===== src/rtl/ex_mem_pipe_pkg.sv =====
// Shared EX->MEM types: register/memory bus views, the pipeline packet and its width,
// plus the write-enable sanitiser applied to every packet entering the stage.
package ex_mem_pipe_pkg;

  localparam int PKG_DATA_W = 32;
  localparam int PKG_ADDR_W = 32;
  localparam int PKG_REG_AW = 5;
  localparam int PKG_OPC_W  = 7;

  typedef struct packed {
    logic                  we;
    logic [PKG_REG_AW-1:0] waddr;
    logic [PKG_DATA_W-1:0] wdata;
  } reg_bus_t;

  typedef struct packed {
    logic                  req;
    logic                  we;
    logic [PKG_ADDR_W-1:0] addr;
    logic [PKG_DATA_W-1:0] wdata;
  } mem_bus_t;

  typedef struct packed {
    logic [PKG_DATA_W-1:0] mem_wdata;
    logic [PKG_ADDR_W-1:0] mem_addr;
    logic                  mem_we;
    logic                  mem_req;
    logic [PKG_DATA_W-1:0] reg_wdata;
    logic                  reg_we;
    logic [PKG_REG_AW-1:0] reg_waddr;
    logic [PKG_OPC_W-1:0]  opcode;
  } ex_mem_pkt_t;

  localparam int PKT_W = $bits(ex_mem_pkt_t);

  // Register 0 is hardwired, so a write to it must never be stored as a real write.
  function automatic ex_mem_pkt_t sanitize_pkt(input ex_mem_pkt_t p);
    ex_mem_pkt_t r;
    r = p;
    if (p.reg_waddr == '0) r.reg_we = 1'b0;
    return r;
  endfunction

  function automatic reg_bus_t pkt_reg_bus(input ex_mem_pkt_t p);
    reg_bus_t b;
    b.we    = p.reg_we;
    b.waddr = p.reg_waddr;
    b.wdata = p.reg_wdata;
    return b;
  endfunction

endpackage


===== src/rtl/ex_mem_pipe_entry.sv =====
// One pipeline slot: valid flag plus payload; clear drops valid only so the payload stays stable.
// Single-cycle load; no flow control of its own, the owner decides when to load or clear.
module pipe_entry
  import ex_mem_pipe_pkg::*;
(
  input  logic        clk,
  input  logic        rst_n,
  input  logic        i_clr,
  input  logic        i_load,
  input  ex_mem_pkt_t i_pkt,
  output logic        o_valid,
  output ex_mem_pkt_t o_pkt
);

  logic        r_valid;
  ex_mem_pkt_t r_pkt;

  always_ff @(posedge clk or negedge rst_n) begin
    if (!rst_n) begin
      r_valid <= 1'b0;
      r_pkt   <= '0;
    end else if (i_clr) begin
      r_valid <= 1'b0;
    end else if (i_load) begin
      r_valid <= 1'b1;
      r_pkt   <= i_pkt;
    end
  end

  assign o_valid = r_valid;
  assign o_pkt   = r_pkt;

endmodule


===== src/rtl/ex_mem_pipe.sv =====
// EX/MEM pipeline register with optional skid slot, register forwarding taps and a stall counter.
// One-cycle latency; with SKID_EN in_ready_o is registered (!S.valid), otherwise it is !M.valid | out_ready_i.
module ex_mem_pipe
  import ex_mem_pipe_pkg::*;
#(
  parameter int DATA_W  = PKG_DATA_W,
  parameter int ADDR_W  = PKG_ADDR_W,
  parameter int REG_AW  = PKG_REG_AW,
  parameter int SKID_EN = 1,
  parameter int CNT_W   = 16
) (
  input  logic              clk,
  input  logic              rst_n,
  input  logic              flush_i,
  input  logic              in_valid_i,
  output logic              in_ready_o,
  input  ex_mem_pkt_t       in_pkt_i,
  output logic              out_valid_o,
  input  logic              out_ready_i,
  output ex_mem_pkt_t       out_pkt_o,
  output logic              fwd_ex_we_o,
  output logic [REG_AW-1:0] fwd_ex_addr_o,
  output logic [DATA_W-1:0] fwd_ex_data_o,
  output logic              fwd_mem_we_o,
  output logic [REG_AW-1:0] fwd_mem_addr_o,
  output logic [DATA_W-1:0] fwd_mem_data_o,
  output logic [CNT_W-1:0]  stall_cnt_o
);

  // The packet layout is fixed by the package; the width parameters only document it.
  if (DATA_W != PKG_DATA_W || ADDR_W != PKG_ADDR_W || REG_AW != PKG_REG_AW) begin : g_width_chk
    $error("ex_mem_pipe: DATA_W/ADDR_W/REG_AW must match ex_mem_pipe_pkg");
  end

  ex_mem_pkt_t w_in_pkt;
  logic        w_in_xfer;
  logic        w_out_xfer;

  logic        w_m_valid;
  ex_mem_pkt_t w_m_pkt;
  logic        w_m_load;
  logic        w_m_clr;
  ex_mem_pkt_t w_m_din;

  reg_bus_t    w_ex_reg;
  reg_bus_t    w_mem_reg;

  logic [CNT_W-1:0] r_stall_cnt;

  assign w_in_pkt   = sanitize_pkt(in_pkt_i);
  assign w_in_xfer  = in_valid_i & in_ready_o;
  assign w_out_xfer = w_m_valid & out_ready_i;

  pipe_entry u_m (
    .clk     (clk),
    .rst_n   (rst_n),
    .i_clr   (w_m_clr),
    .i_load  (w_m_load),
    .i_pkt   (w_m_din),
    .o_valid (w_m_valid),
    .o_pkt   (w_m_pkt)
  );

  if (SKID_EN != 0) begin : g_skid
    logic        w_s_valid;
    ex_mem_pkt_t w_s_pkt;
    logic        w_s_load;
    logic        w_s_clr;

    pipe_entry u_s (
      .clk     (clk),
      .rst_n   (rst_n),
      .i_clr   (w_s_clr),
      .i_load  (w_s_load),
      .i_pkt   (w_in_pkt),
      .o_valid (w_s_valid),
      .o_pkt   (w_s_pkt)
    );

    // S only fills while M is stalled, so S valid implies M valid and in_ready_o low.
    always_comb begin
      w_m_load = 1'b0;
      w_m_clr  = 1'b0;
      w_m_din  = w_in_pkt;
      w_s_load = 1'b0;
      w_s_clr  = 1'b0;
      if (flush_i) begin
        w_m_clr = 1'b1;
        w_s_clr = 1'b1;
      end else if (!w_m_valid || w_out_xfer) begin
        if (w_s_valid) begin
          w_m_load = 1'b1;
          w_m_din  = w_s_pkt;
          w_s_clr  = 1'b1;
        end else if (w_in_xfer) begin
          w_m_load = 1'b1;
        end else if (w_out_xfer) begin
          w_m_clr = 1'b1;
        end
      end else if (w_in_xfer) begin
        w_s_load = 1'b1;
      end
    end

    assign in_ready_o = !w_s_valid;
  end else begin : g_single
    always_comb begin
      w_m_load = 1'b0;
      w_m_clr  = 1'b0;
      w_m_din  = w_in_pkt;
      if (flush_i) begin
        w_m_clr = 1'b1;
      end else if (w_in_xfer) begin
        w_m_load = 1'b1;
      end else if (w_out_xfer) begin
        w_m_clr = 1'b1;
      end
    end

    assign in_ready_o = !w_m_valid | out_ready_i;
  end

  always_ff @(posedge clk or negedge rst_n) begin
    if (!rst_n) begin
      r_stall_cnt <= '0;
    end else if (w_m_valid && !out_ready_i && (r_stall_cnt != '1)) begin
      r_stall_cnt <= r_stall_cnt + CNT_W'(1);
    end
  end

  always_comb begin
    w_ex_reg    = pkt_reg_bus(in_pkt_i);
    w_ex_reg.we = in_valid_i & in_pkt_i.reg_we & (in_pkt_i.reg_waddr != '0) & !flush_i;
  end

  always_comb begin
    w_mem_reg    = pkt_reg_bus(w_m_pkt);
    w_mem_reg.we = w_m_valid & w_m_pkt.reg_we;
  end

  assign out_valid_o    = w_m_valid;
  assign out_pkt_o      = w_m_pkt;
  assign fwd_ex_we_o    = w_ex_reg.we;
  assign fwd_ex_addr_o  = w_ex_reg.waddr;
  assign fwd_ex_data_o  = w_ex_reg.wdata;
  assign fwd_mem_we_o   = w_mem_reg.we;
  assign fwd_mem_addr_o = w_mem_reg.waddr;
  assign fwd_mem_data_o = w_mem_reg.wdata;
  assign stall_cnt_o    = r_stall_cnt;

endmodule


===== config.mk =====
export PLATFORM = sky130hd
export DESIGN_NAME = ex_mem_pipe
export DESIGN_NICKNAME = d
export VERILOG_FILES = /design/src/rtl/ex_mem_pipe_pkg.sv /design/src/rtl/ex_mem_pipe_entry.sv /design/src/rtl/ex_mem_pipe.sv
export SDC_FILE = /design/constraint.sdc
export NUM_CORES = 1
export LEC_CHECK = 0
export CORE_ASPECT_RATIO = 0.7
export CORE_MARGIN = 4
export CORE_UTILIZATION = 32
export CTS_BUF_LIST = sky130_fd_sc_hd__clkbuf_8
export DETAILED_ROUTE_END_ITERATION = 7
export GPL_TIMING_DRIVEN = 1
export PLACE_DENSITY = 0.59
export SETUP_SLACK_MARGIN = 0.2
export SLEW_MARGIN = 20
export SYNTH_ARGS = -nofsm -noshare
export SYNTH_HDL_FRONTEND = slang
export SYNTH_SLANG_ARGS = --single-unit

===== constraint.sdc =====
create_clock -name clk -period 1.55 [get_ports clk]
set_input_delay 0.2325 -clock clk [delete_from_list [all_inputs] [get_ports clk]]
set_output_delay 0.2325 -clock clk [all_outputs]
set_load 0.01 [all_outputs]

; ---- Word level (Yosys, flattened, before mapping)
; Cells that the tools add are included.
[classes]
n_addsub = 1
n_eq_ne = 1
mux = 22
bitwise_logic = 8
n_reduce_logical = 13
[ops]
columns = cell, n
row1 = $mux 111, 3
row2 = $mux 1, 19
row3 = $add 16x1->16 const B, 1
row4 = $ne 16x16->1 const B, 1
row5 = $and 1x1->1, 6
row6 = $logic_not 5->1, 1
row7 = $reduce_bool 5->1, 1
row8 = $logic_not 1->1, 4
row9 = $reduce_and 2->1, 2
row10 = $reduce_bool 2->1, 2
row11 = $logic_and 1x1->1, 2
row12 = $not 1->1, 2
row13 = $logic_or 1x1->1, 1
[totals]
reg_bits = 240
input_bits = 116
wordCells = 64

; ---- Depth between registers and ports, before layout
; Gate-level depths: netlist (run 1).
[logic_depth]
depth_word = 8
mapped_depth = 8
mapped_depth_nobuf = 5

; ---- By module
; From an unflattened synthesis (run 1), not the netlist that was laid out.
[hier_totals]
cells_unflattened = 765
area_unflattened_um2 = 12365.6
[by_module_without_submodules]
columns = module, instances, cells_each, area_each_um2, seq_area_each_um2
row1 = pipe_entry, 2, 238, 4626.9, 2802.7
row2 = ex_mem_pipe, 1, 289, 3111.7, 400.4

; ---- Least setup slack after synthesis (run 1)
; Ideal clock, no wire load.
[synth_timing]
path_kind = reg2reg
startpoint = reg r_stall_cnt[0], in the netlist stall_cnt_o[0]
endpoint = reg r_stall_cnt[1], in the netlist stall_cnt_o[1]
setup_time_ns = 0.125
arrival_ns = 1.649
slack_ns = -0.224
path_stages_with_launch = 5
cell_sequence = dfrtp_1 > ha_1 > nand3_1 > o41ai_4 > mux2_4
[synth_via]
elab_chain_len = 2
word_cells_on_any_way = 3
[synth_lines]
columns = element, line_no
row1 = from (decl), ex_mem_pipe.sv:48  ; logic [CNT_W-1:0] r_stall_cnt;
row2 = from (signal assigned), ex_mem_pipe.sv:127  ; r_stall_cnt <= r_stall_cnt + CNT_W'(1);
row3 = "parallel branches: the longest is 2 deep, another holds $add 16x1->16", --
; Parallel ways; which one is timed is not known.
; A chain may end at the register's enable or synchronous reset.

; ---- Worst setup path after layout (run 1)
[layout_timing]
startpoint = reg u_m.r_valid, in the netlist u_m.o_valid
endpoint = reg u_m.r_pkt (netlist bit u_m.o_pkt[12])
[layout_via]
elab_chain_len = 8
word_cells_on_any_way = 14
[layout_lines]
columns = element, line_no
row1 = from (decl), ex_mem_pipe_entry.sv:15  ; logic r_valid;
row2 = from (signal assigned), ex_mem_pipe_entry.sv:20  ; r_valid <= 1'b0;
row3 = from (signal assigned), ex_mem_pipe_entry.sv:23  ; r_valid <= 1'b0;
row4 = from (signal assigned), ex_mem_pipe_entry.sv:25  ; r_valid <= 1'b1;
row5 = $and 1x1->1, ex_mem_pipe.sv:52  ; assign w_out_xfer = w_m_valid & out_ready_i;
row6 = $mux 1, ex_mem_pipe.sv:97  ; end else if (w_out_xfer) begin
row7 = $mux 1, ex_mem_pipe.sv:95  ; end else if (w_in_xfer) begin
row8 = $mux 1, ex_mem_pipe.sv:91  ; if (w_s_valid) begin
row9 = $mux 1, ex_mem_pipe.sv:90  ; end else if (!w_m_valid || w_out_xfer) begin
row10 = $mux 1, ex_mem_pipe.sv:87  ; if (flush_i) begin
row11 = $not 1->1 (no source line), --
row12 = $reduce_and 2->1 (no source line), --
row13 = to (signal assigned), ex_mem_pipe_entry.sv:26  ; r_pkt <= i_pkt;
row14 = to (decl), ex_mem_pipe_entry.sv:16  ; ex_mem_pkt_t r_pkt;
; Several ways; a longest one is shown, not always the timed one.

==> results_dict.tcl, run 1 <==
set metrics [dict create \
    cts_tree "built" \
    min_period_ns 1.739 \
    fmax_mhz 575.1 \
    grt_pass1_wl_um 48730 \
    p_comb_share_pct 28.6 \
    rsz0062_at_grt "yes" \
    overflow 0 \
    num_vias 8833 \
    first_pass_iters 5 \
    core.rowCount 54 \
    place.port_buffers 320 \
    clock_sinks 240 \
    synth_edf_count 0 \
    synth_top_flop_cell "dfrtp_1" \
    end_kind "flip-flop" \
    grt_pass1_vias 8644 \
    drc 0 \
    synthTopCellsByCount "dfrtp_1 (240), nand2_1 (114), mux2_2 (110), o22ai_1 (110), buf_4 (74)" \
    p_leak_uw 0.008445 \
    maxCapViolCount 0 \
    path_clk_slew_ns 0.06 \
    io_pins 321 \
    synth.distinct_cells 33 \
    placedCellCount 1600 \
    final_area_um2 17280 \
    worst_pin_slew_ns 0.3722 \
    numCtsBuffers 40 \
    grt_max_degree 74 \
    drtAntennaViolNets 0 \
    syn_area_um2 10280 \
    htreeDepth 2 \
    die_x_um 222.2 \
    regArea_um2 6013 \
    ir_drop_v 0.0005995 \
    synth_top_area_share_pct 58.44 \
    clk-insertion-delay-late_ns 0.55 \
    outcome "complete, but fails checks" \
    power.switching_uw 5654 \
    cp.required_ns 1.98 \
    root_buffer "clkbuf_8" \
    synthToLayoutAreaGrowth_pct 68.14 \
    wl_um 36830 \
    die_y_um 157.9 \
    avgSynthCellArea_um2 11.55 \
    cp_max_fo 6 \
    antenna_found_initial 0 \
    timing.final.crit_share_pct 112.2 \
    startpoint_type "flip-flop" \
    hold_path.class "input pin to flip-flop" \
    pwr-share-clk_pct 28.1 \
    p_per_area_nw_per_um2 1127 \
    nFillCells 2645 \
    drive_above_1_share_pct 49.25 \
    yosys_warnings 0 \
    synth_most_common_cell "dfrtp_1" \
    core_area_um2 31420 \
    hold_viol_final 0 \
    grt_util_all_layers_pct 17.17 \
    slew_viol_final 0 \
    crit_arrival_ns 2.17 \
    intPower_uw 13810 \
    ys_async_sr_fraction_pct 100.0 \
    failed_checks "setup timing" \
    clockBufferDepth 3 \
    synth-seq-area-share_pct 58.44 \
    dp_hpwl_um 20160 \
    layoutNonFillerInstCount 1811 \
    routabilityCongestion 0.7805 \
    wl_per_cell_um 20.34 \
    synth.largest_area_cell "dfrtp_1" \
    p_sw_share_pct 29.04 \
    placed_cell_area_um2 14590 \
    synthesis.instances 890 \
    skew_ns 0.02183 \
    multiInputGateArea_um2 4312 \
    worst_slack_ns -0.1888 \
    final_nets 1481 \
    maxSlewHeadroom_pct 75.19 \
    syn-num-nets 1007 \
    ys_ff_latch 240 \
    antenna_cells 0 \
    power_frac_seq_pct 43.3 \
    vias_per_cell 4.877 \
    drtIter0Drc 609 \
    start_util_pct 32.71 \
    setup_viol 238 \
    worstSetupPathType "flip-flop to flip-flop" \
    synth_area_leaders "dfrtp_1 (58%), mux2_2 (12%), o22ai_1 (6.7%)" \
    dieArea_um2 35090 \
]
==> worst paths after layout <==
path | startpoint | end | slack [ns] | cells past startpoint
hold reg to reg | u_m.o_pkt[82] | u_m.o_pkt[82] | 0.48 | 2
min in group asynchronous | rst_n | g_skid.u_s.o_pkt[107] | 0.17 | 2
setup / recovery | u_m.o_valid | u_m.o_pkt[12] | -0.19 | 5
max in group asynchronous | rst_n | g_skid.u_s.o_pkt[33] | 0.72 | 3
setup reg to reg | u_m.o_valid | u_m.o_pkt[12] | -0.19 | 5
hold / removal | in_pkt_i[8] | g_skid.u_s.o_pkt[8] | 0.03 | 3
==> per-stage QoR <==
step	power (uW)	setup TNS [ns]	utilization (%)	setup slack [ns]	hold WS (ns)
after floorplan	10710	-11.25	-	-0.1333	-0.06309
after global placement	13050	-82.49	46.45	-0.6680	0.1546
after detailed placement	13130	-86.36	46.45	-0.6814	0.1591
after CTS	18810	-18.75	49.66	-0.1360	0.006876
after global routing	20460	-39.09	54.99	-0.2486	0.006135
final	19470	-24.21	54.99	-0.1888	0.03069
==> layer usage <==
| layer | wire (um) | vias up | GRT usage [%] | part of all wire, % |
|---|---|---|---|---|
| met1 | 17040 | 4401 | 24.65 | 46 |
| met4 | 594 | 0 | 4.044 | 1.6 |
| met5 | 0 | - | 0 | 0 |
| met2 | 16840 | 300 | 26.15 | 46 |
| met3 | 2359 | 52 | 4.671 | 6.4 |
| li1 | - | 4080 | - | - |
==> cells in the final DEF (no fill, tap or decap), drive strengths merged, types with 14 or more instances in the layout <==
cell / Yosys / layout
mux2: 111 / 111
dlymetal6s2s: 0 / 31
o22ai: 110 / 110
clkdlybuf4s50: 0 / 111
nand2: 114 / 114
dfrtp: 240 / 240
inv: 3 / 19
nor2: 14 / 14
buf: 103 / 398
clkbuf: 33 / 70
o21ai: 112 / 112
==> critical path: stages, from the launching register on <==
cell and delay (ns):
dfrtp_1 0.39, buf_6 0.13, nor2b_4 0.15, or3_4 0.52, buf_16 0.20, a22o_1 0.23
==> kinds of logic after synthesis <==
family                   after synthesis  synth area share [%]
adder cells (fa/ha/maj)                1                0.1217
flip-flops                           240                 58.44
AO/OA/AOI/OAI                        226                 12.64
XOR/XNOR                              15                 1.278
AND/OR/NAND/NOR                      157                 6.599
multiplexers                         112                 12.30
buffers and inverters                139                 8.620
==> layout make-up <==
cell class,count,share of cell area [%]
multi-input cells,514,24.95
clock buffers,50,3.983
inverters,3,0.06517
clock inverters,19,0.4779
well taps,420,3.041
repair buffers,565,32.67
flip-flops and latches,240,34.80
==> state kept, by name (all words and copies together), names as in the netlist <==
name and cells:
u_m.o_pkt 111, g_skid.u_s.o_valid 1, g_skid.u_s.o_pkt 111, u_m.o_valid 1
stall_cnt_o 16
==> repair_timing <==
item / in CTS / in global routing
hold buffers: 1 / 0
endpoints found under the setup margin: 442 / 422
resized for setup: 824 / 205
pin swaps: 15 / 42
buffers inserted: 60 / 46
gates cloned: 5 / 30
endpoints found under the hold margin: 240 / 0
==> power groups by stage <==
stage          Clock (uW)  Sequential, uW  Combinational, uW
2_1_floorplan           0            8550               2160
3_3_place_gp            0            8410               4640
3_5_place_dp            0            8410               4710
4_1_cts              5640            8340               4830
5_1_grt              5920            8570               5970
6_report             5470            8430               5570
No activity file was read; power rests on OpenSTA's default activity.
==> run 2: changes to the inputs <==
--- a/config.mk
+++ b/config.mk
@@ -5,7 +5,7 @@
 export SDC_FILE = /design/constraint.sdc
 export NUM_CORES = 1
 export LEC_CHECK = 0
-export CORE_ASPECT_RATIO = 0.7
+export CORE_ASPECT_RATIO = 0.8
 export CORE_MARGIN = 4
 export CORE_UTILIZATION = 32
 export CTS_BUF_LIST = sky130_fd_sc_hd__clkbuf_8
==> run 2 against run 1 <==
The run still ends with setup timing left. Die area hardly changed. Combinational power is 4.8% lower. Clock skew is 0.0067 ns lower. Final area is 0.38% lower. Sequential share of layout area is 0.16 points higher. Maximum frequency is 7.5% higher. Critical endpoint unchanged.
==> results_dict.tcl, run 2 (synthesis results as in run 1) <==
set metrics [dict create \
    antenna_found_initial 1 \
    rsz0062_at_grt "yes" \
    startpoint_type "flip-flop" \
    cp_cell_sequence "nor2b_4, or3_4, buf_12, a22o_1" \
    dp_hpwl_um 20210 \
    skew_ns 0.01515 \
    outcome "complete, but fails checks" \
    end_kind "flip-flop" \
    layout_commonest_cell "dfrtp_1" \
    failed_checks "setup timing" \
    setup_viol 105 \
    max_stage_delay_ns 0.50 \
    whs_ns 0.04916 \
    met2_usage_pct 25.12 \
    drc 0 \
    io_pins 321 \
    maxCapViolCount 0 \
    dieArea_um2 35060 \
    routabilityCongestion 0.7702 \
    grtUsageMet1_pct 24.14 \
    grt_pass1_wl_um 48390 \
    timing.final.crit_share_pct 104.4 \
    min_period_ns 1.618 \
    start_util_pct 32.55 \
    timing.rr.start "u_m.o_valid" \
    final_nets 1471 \
    clockBufferDepth 3 \
    drive_above_1_share_pct 49.02 \
    die_y_um 168.3 \
    die_x_um 208.4 \
    first_pass_iters 4 \
    cts_tree "built" \
    numCtsBuffers 41 \
    grt-busiest-layer "met2" \
    worst_slack_ns -0.06779 \
    final_cell_mix "dfrtp_1 (231), buf_4 (140), clkdlybuf4s50_1 (113)" \
    ir_drop_v 0.0007988 \
    core.rowCount 58 \
    fin_setup_tns_ns -1.654 \
    maxSlewHeadroom_pct 77.03 \
    clk-insertion-delay-late_ns 0.55 \
    p_sw_share_pct 28.94 \
    hp-start "in_pkt_i[10]" \
    final_util_pct 54.52 \
    p_leak_uw 0.008302 \
    cp.required_ns 1.97 \
    p_comb_share_pct 26.9 \
    power_frac_seq_pct 43.0 \
    synthToLayoutAreaGrowth_pct 67.49 \
    cp-startpoint "u_m.o_valid" \
    placedCellCount 1605 \
    cp_max_fo 16 \
    grt_pass1_vias 8582 \
    path_clk_slew_ns 0.06 \
    num_vias 8830 \
    antenna_cells 0 \
    htreeDepth 2 \
    met3_usage_pct 5.104 \
    wl_um 37370 \
    slew_viol_final 0 \
    crit_arrival_ns 2.04 \
    grt_max_degree 94 \
    grt_util_all_layers_pct 16.81 \
    placed_cell_area_um2 14630 \
    fmax_mhz 618.1 \
    vias_per_cell 4.903 \
    pwr-share-clk_pct 30.1 \
    drtAntennaViolNets 0 \
    worst_pin_slew_ns 0.3446 \
    overflow 0 \
    worstSetupPathType "flip-flop to flip-flop" \
    root_buffer "clkbuf_8" \
    place.port_buffers 320 \
    wl_per_cell_um 20.75 \
    layoutNonFillerInstCount 1801 \
    p_per_area_nw_per_um2 1144 \
    hold_path.class "input pin to flip-flop" \
    drtIter0Drc 376 \
    power.switching_uw 5699 \
    slowest_stage "or3_4" \
    hold_viol_final 0 \
    core_area_um2 31570 \
    clock_sinks 240 \
    intPower_uw 14000 \
    final_area_um2 17210 \
]
==> run 2: layer usage <==
| metal | part of all wire, % | wire length (um) | up-vias |
|---|---|---|---|
| met5 | 0.035 | 13 | - |
| met4 | 1.7 | 646 | 2 |
| met3 | 6.5 | 2442 | 54 |
| met2 | 45 | 16680 | 290 |
| met1 | 47 | 17580 | 4445 |
| li1 | - | - | 4039 |
==> run 2: path summary, 6_finish.rpt <==
| kind | to | slack [ns] | cells after the start |
|---|---|---|---|
| worst min-delay path | g_skid.u_s.o_pkt[10] | 0.05 | 3 |
| worst min register to register | u_m.o_pkt[79] | 0.47 | 2 |
| min in group asynchronous | g_skid.u_s.o_pkt[68] | 0.18 | 2 |
| worst max-delay path | u_m.o_pkt[12] | -0.07 | 4 |
| worst max register to register | u_m.o_pkt[12] | -0.07 | 4 |
| max in group asynchronous | g_skid.u_s.o_pkt[48] | 0.81 | 3 |
==> run 2: power groups by stage <==
stage | logic, uW | registers, uW | clock network (uW)
2_1_floorplan | 2160 | 8550 | 0
3_3_place_gp | 4640 | 8400 | 0
3_5_place_dp | 4720 | 8410 | 0
4_1_cts | 4620 | 8340 | 6070
5_1_grt | 5670 | 8620 | 6380
6_report | 5300 | 8470 | 5930
==> run 2: critical path: cells and delay by family (launching register included) <==
family,cells,cell delay [ns]
AND/OR/NAND/NOR,2,0.68
flip-flops,1,0.41
AO/OA/AOI/OAI,1,0.22
buffers and inverters,1,0.19
==> run 2: stage by stage <==
| step | power (uW) | setup slack, ns |
|---|---|---|
| final | 19700 | -0.06779 |
| after global routing | 20670 | -0.1283 |
| after CTS | 19030 | -0.05501 |
| after detailed placement | 13140 | -1.012 |
| after global placement | 13040 | -1.046 |
| after floorplan | 10710 | -0.1333 |
==> run 2: layout make-up <==
cell class	instances	area (um^2)
Tap cell	420	525.5
Timing Repair Buffer	555	5461
Sequential cell	240	6017
Clock inverter	20	140.1
Inverter	3	11.26
Clock buffer	50	688.2
Fill cell	2724	14360
Multi-Input combinational cell	513	4368
==> run 2: timing repair <==
item	in CTS	in global routing
endpoints found under the setup margin	443	404
pin swaps	7	32
buffers inserted	52	37
hold endpoints to repair	241	0
gates resized for setup	779	222
hold buffers	2	0
cloned	0	35
==> run 3: changes to the inputs <==
--- a/config.mk
+++ b/config.mk
@@ -5,6 +5,7 @@
 export SDC_FILE = /design/constraint.sdc
 export NUM_CORES = 1
 export LEC_CHECK = 0
+export CAP_MARGIN = 20
 export CORE_ASPECT_RATIO = 0.8
 export CORE_MARGIN = 4
 export CORE_UTILIZATION = 32
==> results of run 3 <==
The final DEF is identical to that of run 2; final timing and power are the same.
